<file path="config.mk">
export PLATFORM = sky130hd
export DESIGN_NAME = trap_ctrl
export DESIGN_NICKNAME = d
export VERILOG_FILES = /design/src/rtl/trap_ctrl.sv
export SDC_FILE = /design/constraint.sdc
export NUM_CORES = 1
export LEC_CHECK = 0
export CAP_MARGIN = 40
export CORE_AREA = 2 2 89 91
export DETAILED_ROUTE_END_ITERATION = 12
export DIE_AREA = 0 0 91 93
export DONT_BUFFER_PORTS = 1
export SLEW_MARGIN = 20
export SYNTH_ARGS = -nofsm -noshare
export SYNTH_HDL_FRONTEND = slang
export SYNTH_SLANG_ARGS = --single-unit
</file>
<file path="constraint.sdc">
create_clock -name i_clk -period 3.76 [get_ports i_clk]
set_input_delay 0.752 -clock i_clk [delete_from_list [all_inputs] [get_ports i_clk]]
set_output_delay 0.752 -clock i_clk [all_outputs]
set_load 0.05 [all_outputs]
</file>
<file path="src/rtl/trap_ctrl.sv">
// rtl/trap_ctrl.sv - commit-stage trap sequencer: interrupt/exception/ertn strobes, timed flush, redirect handshake
// Optional TRAP_TLBR_EN: exceptions with ecode 0x3F redirect to i_tlbrentry instead of i_eentry.
module trap_ctrl #(
  parameter int FLUSH_CYCLES = 2
) (
  input  logic        i_clk,
  input  logic        i_rst,
  input  logic        i_commit_valid,
  output logic        o_commit_ready,
  input  logic [31:0] i_commit_pc,
  input  logic [5:0]  i_commit_ecode,
  input  logic [8:0]  i_commit_esubcode,
  input  logic        i_commit_is_ertn,
  input  logic        i_is_interrupt,
  input  logic [31:0] i_eentry,
  input  logic [31:0] i_tlbrentry,
  input  logic [31:0] i_era,
  output logic        o_trap_valid,
  output logic [5:0]  o_trap_ecode,
  output logic [8:0]  o_trap_esubcode,
  output logic [31:0] o_trap_epc,
  output logic        o_ertn_valid,
  output logic        o_flush,
  output logic        o_redirect_valid,
  output logic [31:0] o_redirect_pc,
  input  logic        i_redirect_ready
);

  typedef enum logic [1:0] {
    S_IDLE  = 2'd0,
    S_FLUSH = 2'd1,
    S_REDIR = 2'd2
  } state_t;

  localparam logic [3:0] CNT_LOAD = 4'(FLUSH_CYCLES - 1);
  localparam logic [5:0] ECODE_TLBR = 6'h3F;

  state_t      r_state;
  logic [3:0]  r_cnt;
  logic        r_commit_ready;
  logic        r_trap_valid;
  logic        r_ertn_valid;
  logic        r_flush;
  logic        r_redirect_valid;
  logic [31:0] r_redirect_pc;
  logic [5:0]  r_trap_ecode;
  logic [8:0]  r_trap_esubcode;
  logic [31:0] r_trap_epc;

  logic        w_accept;
  logic        w_is_exc;
  logic        w_take_int;
  logic        w_take_exc;
  logic        w_take_ertn;
  logic [31:0] w_exc_target;

  assign w_accept    = i_commit_valid & (r_state == S_IDLE);
  assign w_is_exc    = (i_commit_ecode != 6'd0);
  // Strict priority: interrupt over exception over ertn; losers are simply dropped.
  assign w_take_int  = w_accept & i_is_interrupt;
  assign w_take_exc  = w_accept & ~i_is_interrupt & w_is_exc;
  assign w_take_ertn = w_accept & ~i_is_interrupt & ~w_is_exc & i_commit_is_ertn;

`ifdef TRAP_TLBR_EN
  assign w_exc_target = (i_commit_ecode == ECODE_TLBR) ? i_tlbrentry : i_eentry;
`else
  logic w_unused_tlbr;
  assign w_unused_tlbr = (^i_tlbrentry) ^ (&ECODE_TLBR);
  assign w_exc_target  = i_eentry;
`endif

  always_ff @(posedge i_clk) begin
    if (i_rst) begin
      r_state          <= S_IDLE;
      r_cnt            <= 4'd0;
      r_commit_ready   <= 1'b1;
      r_trap_valid     <= 1'b0;
      r_ertn_valid     <= 1'b0;
      r_flush          <= 1'b0;
      r_redirect_valid <= 1'b0;
      r_redirect_pc    <= 32'd0;
      r_trap_ecode     <= 6'd0;
      r_trap_esubcode  <= 9'd0;
      r_trap_epc       <= 32'd0;
    end else begin
      r_trap_valid <= 1'b0;
      r_ertn_valid <= 1'b0;
      case (r_state)
        S_IDLE: begin
          if (w_take_int || w_take_exc || w_take_ertn) begin
            r_state        <= S_FLUSH;
            r_cnt          <= CNT_LOAD;
            r_commit_ready <= 1'b0;
            r_flush        <= 1'b1;
          end
          if (w_take_int) begin
            r_trap_valid    <= 1'b1;
            r_trap_ecode    <= 6'd0;
            r_trap_esubcode <= 9'd0;
            r_trap_epc      <= i_commit_pc;
            r_redirect_pc   <= i_eentry;
          end else if (w_take_exc) begin
            r_trap_valid    <= 1'b1;
            r_trap_ecode    <= i_commit_ecode;
            r_trap_esubcode <= i_commit_esubcode;
            r_trap_epc      <= i_commit_pc;
            r_redirect_pc   <= w_exc_target;
          end else if (w_take_ertn) begin
            r_ertn_valid  <= 1'b1;
            r_redirect_pc <= i_era;
          end
        end
        S_FLUSH: begin
          if (r_cnt == 4'd0) begin
            r_state          <= S_REDIR;
            r_flush          <= 1'b0;
            r_redirect_valid <= 1'b1;
          end else begin
            r_cnt <= r_cnt - 4'd1;
          end
        end
        S_REDIR: begin
          if (i_redirect_ready) begin
            r_state          <= S_IDLE;
            r_redirect_valid <= 1'b0;
            r_commit_ready   <= 1'b1;
          end
        end
        default: begin
          r_state          <= S_IDLE;
          r_flush          <= 1'b0;
          r_redirect_valid <= 1'b0;
          r_commit_ready   <= 1'b1;
        end
      endcase
    end
  end

  assign o_commit_ready   = r_commit_ready;
  assign o_trap_valid     = r_trap_valid;
  assign o_trap_ecode     = r_trap_ecode;
  assign o_trap_esubcode  = r_trap_esubcode;
  assign o_trap_epc       = r_trap_epc;
  assign o_ertn_valid     = r_ertn_valid;
  assign o_flush          = r_flush;
  assign o_redirect_valid = r_redirect_valid;
  assign o_redirect_pc    = r_redirect_pc;

endmodule

</file>
==> flow_summary.toml <==
[grt]
grt_max_degree = 48
grt_pass1_vias = 2680
grt_pass1_wl_mm = 13.0
grt_util_all_layers = 0.193
antenna_found_initial = 0
gr-total-overflow = 0

[routing]
drc = 0
wl_met3_um = 806
top_layer_used = "met4"
finalWirelength_mm = 8.42
drt_iter0_drc = 119
drtAntennaViolNets = 0
vias = 2718
drt_pass1_iterations = 4
wl_met1_mm = 3.55
wire_per_inst_um = 17.7
wl_met2_mm = 3.84
via_per_inst = 5.72

[place]
dpl_worst_slack_ps = 1130
portBuffers = 0
hpwl_mm = 5.69
gp_congestion = 0.682

[logic_synthesis]
synth_top_area_frac = 0.519
syn_inst = 379
synth.avg_cell_area_um2 = 9.15
ys_warn_count = 0
synthSimpleGateAreaFrac = 0.240
synthTopCellsByArea = "dfxtp_1, and3_1, a211o_1"
synth_edf_count = 0
synth_top_area_cell = "dfxtp_1"
ys_types = 34
synthFlopType = "dfxtp_1"
synth_compound_area_frac = 0.188
yosysMostFrequentCell = "dfxtp_1"
syn-num-nets = 530
syn_area_um2 = 3470
ys_ff_latch = 90
synth_commonest_cells = "dfxtp_1, nand2_1, and3_1"
synth_seq_area_share = 0.519
synth_top_family_by_area = "simple AND/OR/NAND/NOR gates"
synthArstFlopShare = 0
synthMuxAreaShare = 0.00289
synth_xor_area_frac = 0
synthAdderAreaFrac = 0.00722

[power]
share_comb_of_total_power = 0.099
seqPwrFrac = 0.606
p_per_area_nw_per_um2 = 600
finalPower_mw = 2.26
p_switching_mw = 0.800
leakage_nw = 1.86
internal-power_mw = 1.46
p_clk_frac = 0.295
p_sw_frac = 0.354
peakVddDrop_uv = 222

[sta]
fin_crit_ps = 2110
fin_crit_sh = 0.562
tightest_slew_ps = 718
setup_tns_ps = 0
max_freq_mhz = 473
fin_skew_ps = 9.88
slew_viol_final = 0
rsz0062_at_grt = "false"
final_hold_viol_count = 0
setup_viol = 0
relSlewSlack = 0.520
fin_ws_ps = 1650

[worst_hold_path]
worstHoldPathType = "input pin to flop"

[worst_setup_path]
cp_slowest_cell = "and2_1"
crit_required_ps = 4050
end_kind = "flop"
path_buf_inv = 2
path_max_fanout = 34
path_cells = "nor4b_4, buf_4, and2_1, buf_6, and3_1, a211o_1"
start_kind = "flop"
path_class = "flop to flop"
cp_slowest_stage_delay_ps = 500
cp_top_family = "simple AND/OR/NAND/NOR gates"
cp.arrival_ps = 2400

[cells_and_area]
n_antenna_cell = 0
fillCellCount = 743
multi_input_area_um2 = 1540
nets = 519
drive_gt1_frac = 0.0804
seq_area_um2 = 1800
syn_to_final_growth_pct = 8.73

[clocking]
ctsResizeCount = 0
clkLatencyLatePin_ps = 350
h-tree-depth = 3
clk_pin_slew_ps = 90
clock_sinks = 90
cts_made_buffers = 9
postCtsHoldBufs = 0
cts.path.max_buffers = 2
tritoncts = "built"
post-cts-setup-buffers = 0
cts_root_buffer = "clkbuf_8"

[die]
core_um2 = 7530
die_y_um = 93
ios = 233
num_rows = 32
die_w_um = 91
die_area_um2 = 8460
start_util = 0.461

[flow_run]
drv_cap = 0

[outcome]
status = "finished, final reports clean"
-- per-layer routing --
metal  vias up  global-route usage
met1      1264               0.222
met2       116               0.314
met3        15              0.0774
met5         -                   0
li1       1323                   -
met4         0              0.0909
-- flip-flops by register name, summed over array words and instances, names as in the netlist --
| signal | cells |
|---|---|
| o_flush | 1 |
| o_ertn_valid | 1 |
| o_trap_epc | 32 |
| r_cnt | 4 |
| o_commit_ready | 1 |
| o_trap_ecode | 6 |
| o_trap_esubcode | 9 |
| o_redirect_pc | 32 |
| o_trap_valid | 1 |
| r_state | 2 |
| o_redirect_valid | 1 |
-- cells in the final DEF (no fill, tap or decap), drive strengths merged, types with 2 or more instances in the layout --
cell and n:
nor4 2, nand2b 2, inv 4, a211o 32
clkbuf 11, ha 2, nand2 66, buf 9
dfxtp 90, nor3b 2, a21oi 35, a22o 15
o21ai 3, nand3b 2, nor2 10, or4 2
clkinvlp 2, a211oi 2, nor3 5, and3 65
-- power groups by stage --
stage	registers [mW]	logic (mW)	clock network, mW
2_1_floorplan	1.37	0.196	0
3_5_place_dp	1.40	0.225	0
5_1_grt	1.38	0.255	0.728
6_report	1.37	0.224	0.667
3_3_place_gp	1.39	0.212	0
4_1_cts	1.37	0.226	0.695
-- worst paths after layout --
kind                                         startpoint                        endpoint  slack (ps)  depth (start not counted)
worst max-delay path            r_state[1]$_SDFFE_PP0P_  o_redirect_pc[21]$_SDFFE_PP0P_        1650                          6
worst min-delay path                              i_rst      o_trap_epc[2]$_SDFFE_PP0P_         460                          1
worst max register to register  r_state[1]$_SDFFE_PP0P_  o_redirect_pc[21]$_SDFFE_PP0P_        1650                          6
worst min register to register    r_cnt[0]$_SDFFE_PP0P_           r_cnt[0]$_SDFFE_PP0P_         500                          1
-- per-stage QoR --
stage / utilization / hold WS, ps / cell area [um2] / std cells
after global routing: 0.501 / 439 / 3770 / 475
after global placement: 0.468 / 483 / 3530 / 456
after CTS: 0.499 / 448 / 3760 / 474
final: 0.501 / 463 / 3770 / 475
after detailed placement: 0.472 / 493 / 3550 / 458
after floorplan: - / 466 / 3470 / 379
-- cell type report --
cell class              instances  share of cell area
clock buffers                  11              0.0375
clock inverters                 5              0.0166
inverters                       3             0.00299
multi-input cells             255               0.408
flip-flops and latches         90               0.478
well taps                     102              0.0338
repair buffers                  9              0.0229
-- logic make-up (layout without fill, tap and decap cells) --
kind of cell | after synthesis | in the layout
simple gates | 161 | 161
compound gates | 91 | 91
flops | 90 | 90
buf+inv | 34 | 28
fa+ha+maj | 2 | 2
mux | 1 | 1
No activity file was read; power rests on OpenSTA's default activity.
